File: config.mk
export PLATFORM = sky130hd
export DESIGN_NAME = dp_sqrt_prenorm_flat
export DESIGN_NICKNAME = d
export VERILOG_FILES = /design/src/rtl/dp_sqrt_prenorm_if.sv /design/src/rtl/dp_sqrt_prenorm.sv /design/src/flat_wrapper.sv
export SDC_FILE = /design/constraint.sdc
export NUM_CORES = 1
export LEC_CHECK = 0
export BUFFER_PORTS_ARGS = -buffer_cell sky130_fd_sc_hd__buf_4
export CELL_PAD_IN_SITES_DETAIL_PLACEMENT = 1
export CELL_PAD_IN_SITES_GLOBAL_PLACEMENT = 2
export CORE_MARGIN = 10
export CORE_UTILIZATION = 38
export CTS_CLUSTER_SIZE = 16
export DETAILED_ROUTE_END_ITERATION = 6
export GPL_ROUTABILITY_DRIVEN = 0
export PLACE_DENSITY_LB_ADDON = 0.1
export SLEW_MARGIN = 5
export SYNTH_ARGS = -nofsm -noshare
export SYNTH_HDL_FRONTEND = slang
export SYNTH_SLANG_ARGS = --single-unit
File: constraint.sdc
create_clock -name clk -period 4.4 [get_ports clk]
set_input_delay 0.44 -clock clk [delete_from_list [all_inputs] [get_ports clk]]
set_output_delay 0.44 -clock clk [all_outputs]
set_load 0.005 [all_outputs]
File: src/rtl/dp_sqrt_prenorm_if.sv
// Operand/result bundle for dp_sqrt_prenorm.
// master: operand source / result sink (upstream logic and core side).
// slave : the prenormalisation stage itself.
// Handshake: a transfer happens on a rising clk edge where valid and ready
// are both 1. A source holds valid and its payload until that edge and never
// waits for ready before raising valid.
interface dp_sqrt_prenorm_if;
    logic        in_valid;
    logic        in_ready;
    logic [63:0] x;
    logic        out_valid;
    logic        out_ready;
    logic [53:0] ix;
    logic [10:0] y_exponent;
    logic        y_sign;
    logic [1:0]  y_class;
    logic [1:0]  dbg_state;

    modport master (
        output in_valid, x, out_ready,
        input  in_ready, out_valid, ix, y_exponent, y_sign, y_class, dbg_state
    );

    modport slave (
        input  in_valid, x, out_ready,
        output in_ready, out_valid, ix, y_exponent, y_sign, y_class, dbg_state
    );
endinterface

File: src/rtl/dp_sqrt_prenorm.sv
// dp_sqrt_prenorm: input stage ahead of the binary64 square-root core.
// Classifies the operand, normalises subnormals with a multi-cycle left
// shifter, and hands the core a parity-aligned radicand, the halved biased
// exponent, the sign and a special-case class. One operand in flight.
// Build option: define DP_SQRT_PRENORM_DAZ_EN to flush subnormals to zero;
// the NORM state and shifter then disappear and every operand takes one edge.
// SHIFT_STEP (1, 2, 4 or 8) is the coarse shift used while the top
// SHIFT_STEP significand bits are all zero.
module dp_sqrt_prenorm #(
    parameter int SHIFT_STEP = 1
) (
    input  logic               clk,
    input  logic               rst_n,
    dp_sqrt_prenorm_if.slave   bus,
    output logic               busy
);

    typedef enum logic [1:0] {
        IDLE = 2'd0,
        NORM = 2'd1,
        OUT  = 2'd2
    } state_t;

    localparam logic [1:0] CLS_FIN  = 2'd0;
    localparam logic [1:0] CLS_ZERO = 2'd1;
    localparam logic [1:0] CLS_INF  = 2'd2;
    localparam logic [1:0] CLS_NAN  = 2'd3;

    state_t      state, state_nxt;
    logic [53:0] ix_q, ix_nxt;
    logic [10:0] yexp_q, yexp_nxt;
    logic        ysign_q, ysign_nxt;
    logic [1:0]  ycls_q, ycls_nxt;

    logic        accept;
    logic        x_sign;
    logic [10:0] x_exp;
    logic [51:0] x_frac;

`ifdef DP_SQRT_PRENORM_DAZ_EN
    // Subnormals are flushed at decode; no shifter state is kept.
`else
    localparam logic signed [12:0] STEP_E = 13'(SHIFT_STEP);

    logic [52:0]        sig_q, sig_nxt, sig_shift;
    logic signed [12:0] eeff_q, eeff_nxt, eeff_shift;
`endif

    // Halved biased exponent; e_eff+1023 is always positive for finite inputs
    // that reach here, so the 11-bit result never wraps.
    function automatic logic [10:0] half_exp(input logic signed [12:0] ee);
        logic signed [12:0] biased;
        biased = ee + 13'sd1023;
        return 11'(biased >>> 1);
    endfunction

    // Radicand alignment: an odd exponent keeps the significand as is, an even
    // one moves it up a bit so the core always sees an even-exponent radicand.
    function automatic logic [53:0] align_sig(input logic [52:0] sig, input logic odd);
        return odd ? {1'b0, sig} : {sig, 1'b0};
    endfunction

    assign x_sign = bus.x[63];
    assign x_exp  = bus.x[62:52];
    assign x_frac = bus.x[51:0];

    assign bus.in_ready   = (state == IDLE) | ((state == OUT) & bus.out_ready);
    assign accept         = bus.in_valid & bus.in_ready;
    assign bus.out_valid  = (state == OUT);
    assign bus.ix         = ix_q;
    assign bus.y_exponent = yexp_q;
    assign bus.y_sign     = ysign_q;
    assign bus.y_class    = ycls_q;
    assign bus.dbg_state  = state;
    assign busy           = (state != IDLE);

    // Next-state, operand decode and normalisation step.
    always_comb begin
        state_nxt = state;
        ix_nxt    = ix_q;
        yexp_nxt  = yexp_q;
        ysign_nxt = ysign_q;
        ycls_nxt  = ycls_q;
`ifdef DP_SQRT_PRENORM_DAZ_EN
`else
        sig_nxt    = sig_q;
        eeff_nxt   = eeff_q;
        sig_shift  = sig_q;
        eeff_shift = eeff_q;
`endif

        case (state)
            IDLE, OUT: begin
                if (accept) begin
                    state_nxt = OUT;
                    ix_nxt    = '0;
                    ysign_nxt = 1'b0;
                    if ((x_exp == 11'd0) && (x_frac == 52'd0)) begin
                        ycls_nxt  = CLS_ZERO;
                        yexp_nxt  = 11'd0;
                        ysign_nxt = x_sign;
                    end else if ((x_exp == 11'h7FF) && (x_frac == 52'd0) && !x_sign) begin
                        ycls_nxt = CLS_INF;
                        yexp_nxt = 11'h7FF;
                    end else if ((x_exp == 11'h7FF) || x_sign) begin
                        // NaN input, or any negative nonzero value including -inf.
                        ycls_nxt = CLS_NAN;
                        yexp_nxt = 11'h7FF;
                    end else if (x_exp != 11'd0) begin
                        ycls_nxt = CLS_FIN;
                        ix_nxt   = align_sig({1'b1, x_frac}, x_exp[0]);
                        yexp_nxt = half_exp($signed({2'b00, x_exp}));
                    end else begin
`ifdef DP_SQRT_PRENORM_DAZ_EN
                        ycls_nxt  = CLS_ZERO;
                        yexp_nxt  = 11'd0;
                        ysign_nxt = x_sign;
`else
                        // Subnormal: park the significand in the shifter.
                        state_nxt = NORM;
                        sig_nxt   = {1'b0, x_frac};
                        eeff_nxt  = 13'sd1;
`endif
                    end
                end else if ((state == OUT) && bus.out_ready) begin
                    state_nxt = IDLE;
                end
            end
`ifdef DP_SQRT_PRENORM_DAZ_EN
`else
            NORM: begin
                if (sig_q[52 -: SHIFT_STEP] == '0) begin
                    sig_shift  = sig_q << SHIFT_STEP;
                    eeff_shift = eeff_q - STEP_E;
                end else begin
                    sig_shift  = sig_q << 1;
                    eeff_shift = eeff_q - 13'sd1;
                end
                sig_nxt  = sig_shift;
                eeff_nxt = eeff_shift;
                if (sig_shift[52]) begin
                    state_nxt = OUT;
                    ycls_nxt  = CLS_FIN;
                    ysign_nxt = 1'b0;
                    ix_nxt    = align_sig(sig_shift, eeff_shift[0]);
                    yexp_nxt  = half_exp(eeff_shift);
                end
            end
`endif
            default: begin
                state_nxt = IDLE;
            end
        endcase
    end

    // State and result registers; reset drops any operand in flight.
    always_ff @(posedge clk or negedge rst_n) begin
        if (!rst_n) begin
            state   <= IDLE;
            ix_q    <= '0;
            yexp_q  <= '0;
            ysign_q <= 1'b0;
            ycls_q  <= '0;
        end else begin
            state   <= state_nxt;
            ix_q    <= ix_nxt;
            yexp_q  <= yexp_nxt;
            ysign_q <= ysign_nxt;
            ycls_q  <= ycls_nxt;
        end
    end

`ifdef DP_SQRT_PRENORM_DAZ_EN
`else
    // Normaliser registers: significand being shifted and its exponent.
    always_ff @(posedge clk or negedge rst_n) begin
        if (!rst_n) begin
            sig_q  <= '0;
            eeff_q <= '0;
        end else begin
            sig_q  <= sig_nxt;
            eeff_q <= eeff_nxt;
        end
    end
`endif

endmodule
File: src/flat_wrapper.sv
// flat-port wrapper written by rule: the top's interface ports become plain ports
module dp_sqrt_prenorm_flat 
#(
    parameter int SHIFT_STEP = 1
)
  (clk, rst_n, busy, bus_in_valid, bus_x, bus_out_ready, bus_in_ready, bus_out_valid, bus_ix, bus_y_exponent, bus_y_sign, bus_y_class, bus_dbg_state);
  dp_sqrt_prenorm_if bus_i ();
  input  logic clk;
  input  logic rst_n;
  output logic busy;
  input wire logic [$bits(bus_i.in_valid)-1:0] bus_in_valid;
  input wire logic [$bits(bus_i.x)-1:0] bus_x;
  input wire logic [$bits(bus_i.out_ready)-1:0] bus_out_ready;
  output wire logic [$bits(bus_i.in_ready)-1:0] bus_in_ready;
  output wire logic [$bits(bus_i.out_valid)-1:0] bus_out_valid;
  output wire logic [$bits(bus_i.ix)-1:0] bus_ix;
  output wire logic [$bits(bus_i.y_exponent)-1:0] bus_y_exponent;
  output wire logic [$bits(bus_i.y_sign)-1:0] bus_y_sign;
  output wire logic [$bits(bus_i.y_class)-1:0] bus_y_class;
  output wire logic [$bits(bus_i.dbg_state)-1:0] bus_dbg_state;
  assign bus_i.in_valid = bus_in_valid;
  assign bus_i.x = bus_x;
  assign bus_i.out_ready = bus_out_ready;
  assign bus_in_ready = bus_i.in_ready;
  assign bus_out_valid = bus_i.out_valid;
  assign bus_ix = bus_i.ix;
  assign bus_y_exponent = bus_i.y_exponent;
  assign bus_y_sign = bus_i.y_sign;
  assign bus_y_class = bus_i.y_class;
  assign bus_dbg_state = bus_i.dbg_state;
  dp_sqrt_prenorm #(.SHIFT_STEP(SHIFT_STEP)) u_core (.clk(clk), .rst_n(rst_n), .bus(bus_i), .busy(busy));
endmodule
* Word-level counts from Yosys, hierarchy flattened
Index checks and enable logic that the tools add are counted.
Storage, ports and cells: output and inout bits 73, word-level logic and storage cells 90, input bits 68, flip-flop bits (word level) 135
Cells by class: reduce and logical (&&, ||, !) cells 17, eq/ne operators 11, add/subtract/negate cells 3, bitwise logic cells 3, muxes and demuxes 49
Operators by type and width (count):
- 54-bit 2-to-1 mux | 8
- 52-bit 2-to-1 mux | 5
- 54-bit one-hot mux with 2 select lines | 1
- 52-bit one-hot mux with 2 select lines | 1
- 13-bit 2-to-1 mux | 6
- 11-bit 2-to-1 mux | 6
- 53-bit 2-to-1 mux | 1
- 52-bit zero test | 1
- 2-bit 2-to-1 mux | 13
- 13-bit one-hot mux with 2 select lines | 1
- 11-bit one-hot mux with 2 select lines | 1
- 13-bit by 2-bit subtractor with 13-bit output, second input constant | 1
- 11-bit by 10-bit adder with 12-bit output, second input constant | 1
- 12-bit by 11-bit adder with 12-bit output, second input constant | 1
- 11-bit == test, second input constant | 1
- 11-bit zero test | 1
- 11-bit nonzero test | 1
- 2-bit inequality test, second input constant | 4
- 2-bit one-hot mux with 2 select lines | 2
- 6-bit AND reduction | 1
- 5-bit by 1-bit inequality test with 1-bit output, second input constant | 1
- 1-bit logical AND | 4
- 2-bit by 1-bit inequality test with 1-bit output, second input constant | 2
- 4-bit AND reduction | 1
- 14 further kinds | 18

* Depth between registers and ports, before layout
word-level depth 7, gate-level depth with buffers 12

* Worst setup path before layout
No wires, ideal clock.
path kind input port to flip-flop, start input port bus_x[52], end register u_core.sig_q[10], slack 1.377 ns, data required time 4.268 ns, arrival time 2.891 ns, stages on the path 12, path buffers 4, path through clkbuf_1 -> buf_1 -> inv_1 -> ha_1 -> or4b_4 -> nor4_4 -> nand2_2 -> nor3_2 -> buf_6 -> buf_12 -> mux2i_1 -> o21ai_1
On the way: cells in the longest elaborated chain, start to end 5, elaborated cells on any way between the ends 12
RTL lines:
- start, declared | RTL line flat_wrapper.sv:12 | input wire logic [$bits(bus_i.x)-1:0] bus_x;
- 11-bit == test | RTL line dp_sqrt_prenorm.sv:102, dp_sqrt_prenorm.sv:105
- 1-bit logical AND (2 in a row) | RTL line dp_sqrt_prenorm.sv:102 | end else if ((x_exp == 11'h7FF) && (x_frac == 52'd0) && !x_sign) begin
- 2-bit inequality test (no source line)
- 6-bit AND reduction (no source line) *
- end signal, assigned | RTL line dp_sqrt_prenorm.sv:181 | sig_q <= sig_nxt;
- end, declared | RTL line dp_sqrt_prenorm.sv:45 | logic [52:0] sig_q, sig_nxt, sig_shift;
Every way passes the cells marked *; elsewhere a longest branch is shown, timed or not. A chain may end at the register's enable or synchronous reset.

* Worst setup path after layout
start register u_core.eeff_q[0], end register u_core.yexp_q[7] (netlist: u_core.bus.y_exponent[7])
On the way: cells in the longest elaborated chain, start to end 5
RTL lines:
- start, declared | RTL line dp_sqrt_prenorm.sv:46 | logic signed [12:0] eeff_q, eeff_nxt, eeff_shift;
- start signal, assigned | RTL line dp_sqrt_prenorm.sv:182 | eeff_q <= eeff_nxt;
- 13-bit by 2-bit subtractor with 13-bit output | RTL line dp_sqrt_prenorm.sv:134, dp_sqrt_prenorm.sv:137
- 13-bit 2-to-1 mux | RTL line dp_sqrt_prenorm.sv:92 | case (state)
- 12-bit by 11-bit adder with 12-bit output | RTL line dp_sqrt_prenorm.sv:53 | biased = ee + 13'sd1023;
- 11-bit 2-to-1 mux | RTL line dp_sqrt_prenorm.sv:141 | if (sig_shift[52]) begin
- 11-bit one-hot mux with 2 select lines | RTL line dp_sqrt_prenorm.sv:92
- end signal, assigned | RTL line dp_sqrt_prenorm.sv:167 | yexp_q <= yexp_nxt;
- end, declared | RTL line dp_sqrt_prenorm.sv:31 | logic [10:0] yexp_q, yexp_nxt;
Every way passes these cells. The select of a mux whose other input is x is not followed.

==> reports/qor.yml <==
global_route:
  met2_usage_pct: 31.9
  grt_overflow: 0
  gr-max-usage-layer: "met2"
  grtUsageMet1_pct: 23.9
  grt_use_met3_pct: 3.64
  grt_pass1_wl_um: 41000
  track_usage_pct: 18.7
  grt_antenna_before_repair: 0
  grt_max_degree: 69
  grt_pass1_vias: 7331
clocking:
  post_cts_buffers: 0
  post_cts_resized: 0
  cts_buffers: 17
  path_clk_slew_ns: 0.06
  ctsHoldBuffers: 1
  cts.sinks: 134
  root_buffer: "clkbuf_16"
  cts_tree: "done"
  clk_latency_ns: 0.42
  cts_max_level: 4
  clk_path_buf_depth: 2
critical_path:
  critPathTopFamily: "compound AO/OA/AOI/OAI gates"
  crit_path_frequent_cell: "a211oi_1"
  crit_end: "u_core.bus.y_exponent[7]"
  critPathLaunch: "u_core.eeff_q[0]"
  critical_path.startpoint_type: "register"
  regToRegSetupSlack_ns: 1.52
  cp_slowest_cell: "or3b_2"
  reg2reg_depth: 8
  r2r_end: "u_core.bus.y_exponent[7]"
  cp_num_buf_inv: 1
  critPathKind: "register to register"
  path_depth: 8
  cp.required_ns: 4.69
  worstPathCellList: "inv_1 -> ha_1 -> or3b_2 -> o32ai_1 -> a22o_1 -> a211oi_1 -> a211oi_1 -> o21ai_0"
  critPathMaxFanout: 12
  arrival_ns: 3.17
  crit_path_end_kind: "register"
  rr_startpoint: "u_core.eeff_q[0]"
  slowest_delay_ns: 0.59
sta:
  setup_violations: 0
  hold_viol_final: 0
  slew_violations: 0
  period_share_pct: 65.4
  rsz0062_at_grt: "false"
  skew_ns: 0.00901
  tightest_slew_ns: 1.01
  relSlewSlack_pct: 32.6
  fmax_ghz: 0.348
  fin_setup_tns_ns: 0
  fin_crit_ns: 2.88
cells_and_area:
  drive_above_1_share_pct: 21.8
  instances_no_fill: 1195
  synthToLayoutAreaGrowth_pct: 23.2
  nNetsFinal: 979
  nFillCells: 2375
  n_antenna_cell: 0
outcome:
  outcome: "finished, final reports clean"
synthesis:
  synth_area_um2: 8050
  netlist_top_cells_area: "dfrtp_1, mux2i_1, o221ai_1, o21a_1, nand2_1"
  yosysMostFrequentCell: "mux2i_1"
  synth-seq-cells: 134
  yosysWarnings: 0
  synth_top_area_share_pct: 41.7
  yosysSeqAreaShare_pct: 41.7
  synthFlopType: "dfrtp_1"
  synth_top_cell_by_area: "dfrtp_1"
  ys_types: 56
  netlist_instances: 806
  synth-edff-count: 0
  synth.avg_cell_area_um2: 9.99
  synth_common_cells: "mux2i_1, dfrtp_1, nand2_1"
  async_flop_share_pct: 100
  synth_nets: 878
routing:
  drt_pass1_iterations: 4
  ant_nets: 0
  drtIter0Drc: 448
  avgViaCountPerCell: 5.69
  drcViolationCount: 0
  wl_per_cell_um: 21.3
  wirelength_um: 25400
  vias: 6801
placement:
  portBuffers: 140
  dp_cells: 1162
  dp_hpwl_um: 17500
worst_hold_path:
  hold_path_class: "input port to register"
die:
  rows: 53
  fp.dieArea_um2: 27400
  die_h_um: 166
  die_x_um: 166
  core_area_um2: 21000
  ioPinCount: 141
  start_util_pct: 38.4
flow_run:
  drv_cap: 0
power:
  p_per_area_nw_per_um2: 362
  leakage_nw: 3.81
  peakVddDrop_mv: 0.237
cell type report:
cell class / count / area (µm²) / share of cell area (%)
flip-flops and latches: 134 / 3360 / 33.8
multi-input cells: 592 / 4320 / 43.5
clock inverters: 10 / 189 / 1.90
repair buffers: 154 / 1190 / 12.0
clock buffers: 22 / 494 / 4.98
well taps: 275 / 344 / 3.47
inverters: 8 / 30.0 / 0.303
state kept, by name, indices dropped and copies added (netlist names):
name / cells
u_core.bus.y_sign: 1
u_core.bus.y_class: 2
u_core.bus.ix: 54
u_core.bus.y_exponent: 11
u_core.bus.dbg_state: 2
u_core.eeff_q: 12
u_core.sig_q: 52
worst min-delay path, delay by kind of cell:
family / cells / cell delay, ns
buf+inv: 1 / 0.10
mux: 1 / 0.06
compound gates: 1 / 0.11
metrics by stage:
stage               worst slack (ns)  util, %  instance area, µm²  total power, mW  hold WS, ns
floorplan                       1.38        -                8050             1.62        0.144
global route                    1.32     47.3                9920             3.75        0.325
CTS                             1.51     47.3                9920             3.65        0.314
detailed placement              1.22     44.0                9230             1.96        0.442
finish                          1.52     47.3                9920             3.59        0.332
global placement                1.28     44.0                9230             1.95        0.431
report_power, final:
part	internal [mW]	switching, mW
clock	1.09	0.580
combinational	0.277	0.251
sequential	1.33	0.0660
cell families after synthesis:
logic type	Yosys count	synth area share, %
multiplexers	157	19.5
AO/OA/AOI/OAI	229	19.6
AND/OR/NAND/NOR	184	11.6
flip-flops	134	41.7
buffers and inverters	80	5.05
adder cells (fa/ha/maj)	4	0.622
XOR/XNOR	18	1.96
metal layers:
| layer | wire (µm) | vias up |
|---|---|---|
| met5 | 0 | - |
| met4 | 196 | 0 |
| met3 | 857 | 16 |
| met2 | 13100 | 105 |
| met1 | 11300 | 3472 |
| li1 | - | 3208 |
cells in the final DEF, fill, tap and decap left out, types with 6 or more instances in the layout:
master / netlist / routed
mux2i_1: 156 / 156
buf_4: 0 / 150
dfrtp_1: 134 / 133
nand2_1: 83 / 83
o221ai_1: 52 / 52
o21a_1: 52 / 52
o21ai_1: 50 / 50
o21ai_0: 25 / 24
nor2_1: 23 / 23
nor4_1: 17 / 17
clkbuf_16: 0 / 17
a21oi_1: 15 / 15
xnor2_1: 12 / 12
nor3_1: 10 / 10
inv_1: 8 / 8
or3_1: 6 / 6
xor2_1: 6 / 6
worst min-delay path by stage:
stage                         from                  endpoint  slack, ns  cells after the start
after floorplan              rst_n   u_core.bus.dbg_state[0]       0.14                      0
after global placement       rst_n  u_core.bus.y_exponent[7]       0.43                      1
after detailed placement     rst_n  u_core.bus.y_exponent[7]       0.44                      1
after CTS                 bus_x[0]           u_core.sig_q[0]       0.31                      3
after global routing      bus_x[0]           u_core.sig_q[0]       0.32                      3
final                     bus_x[9]           u_core.sig_q[9]       0.33                      3
No activity file was read; power rests on OpenSTA's default activity.
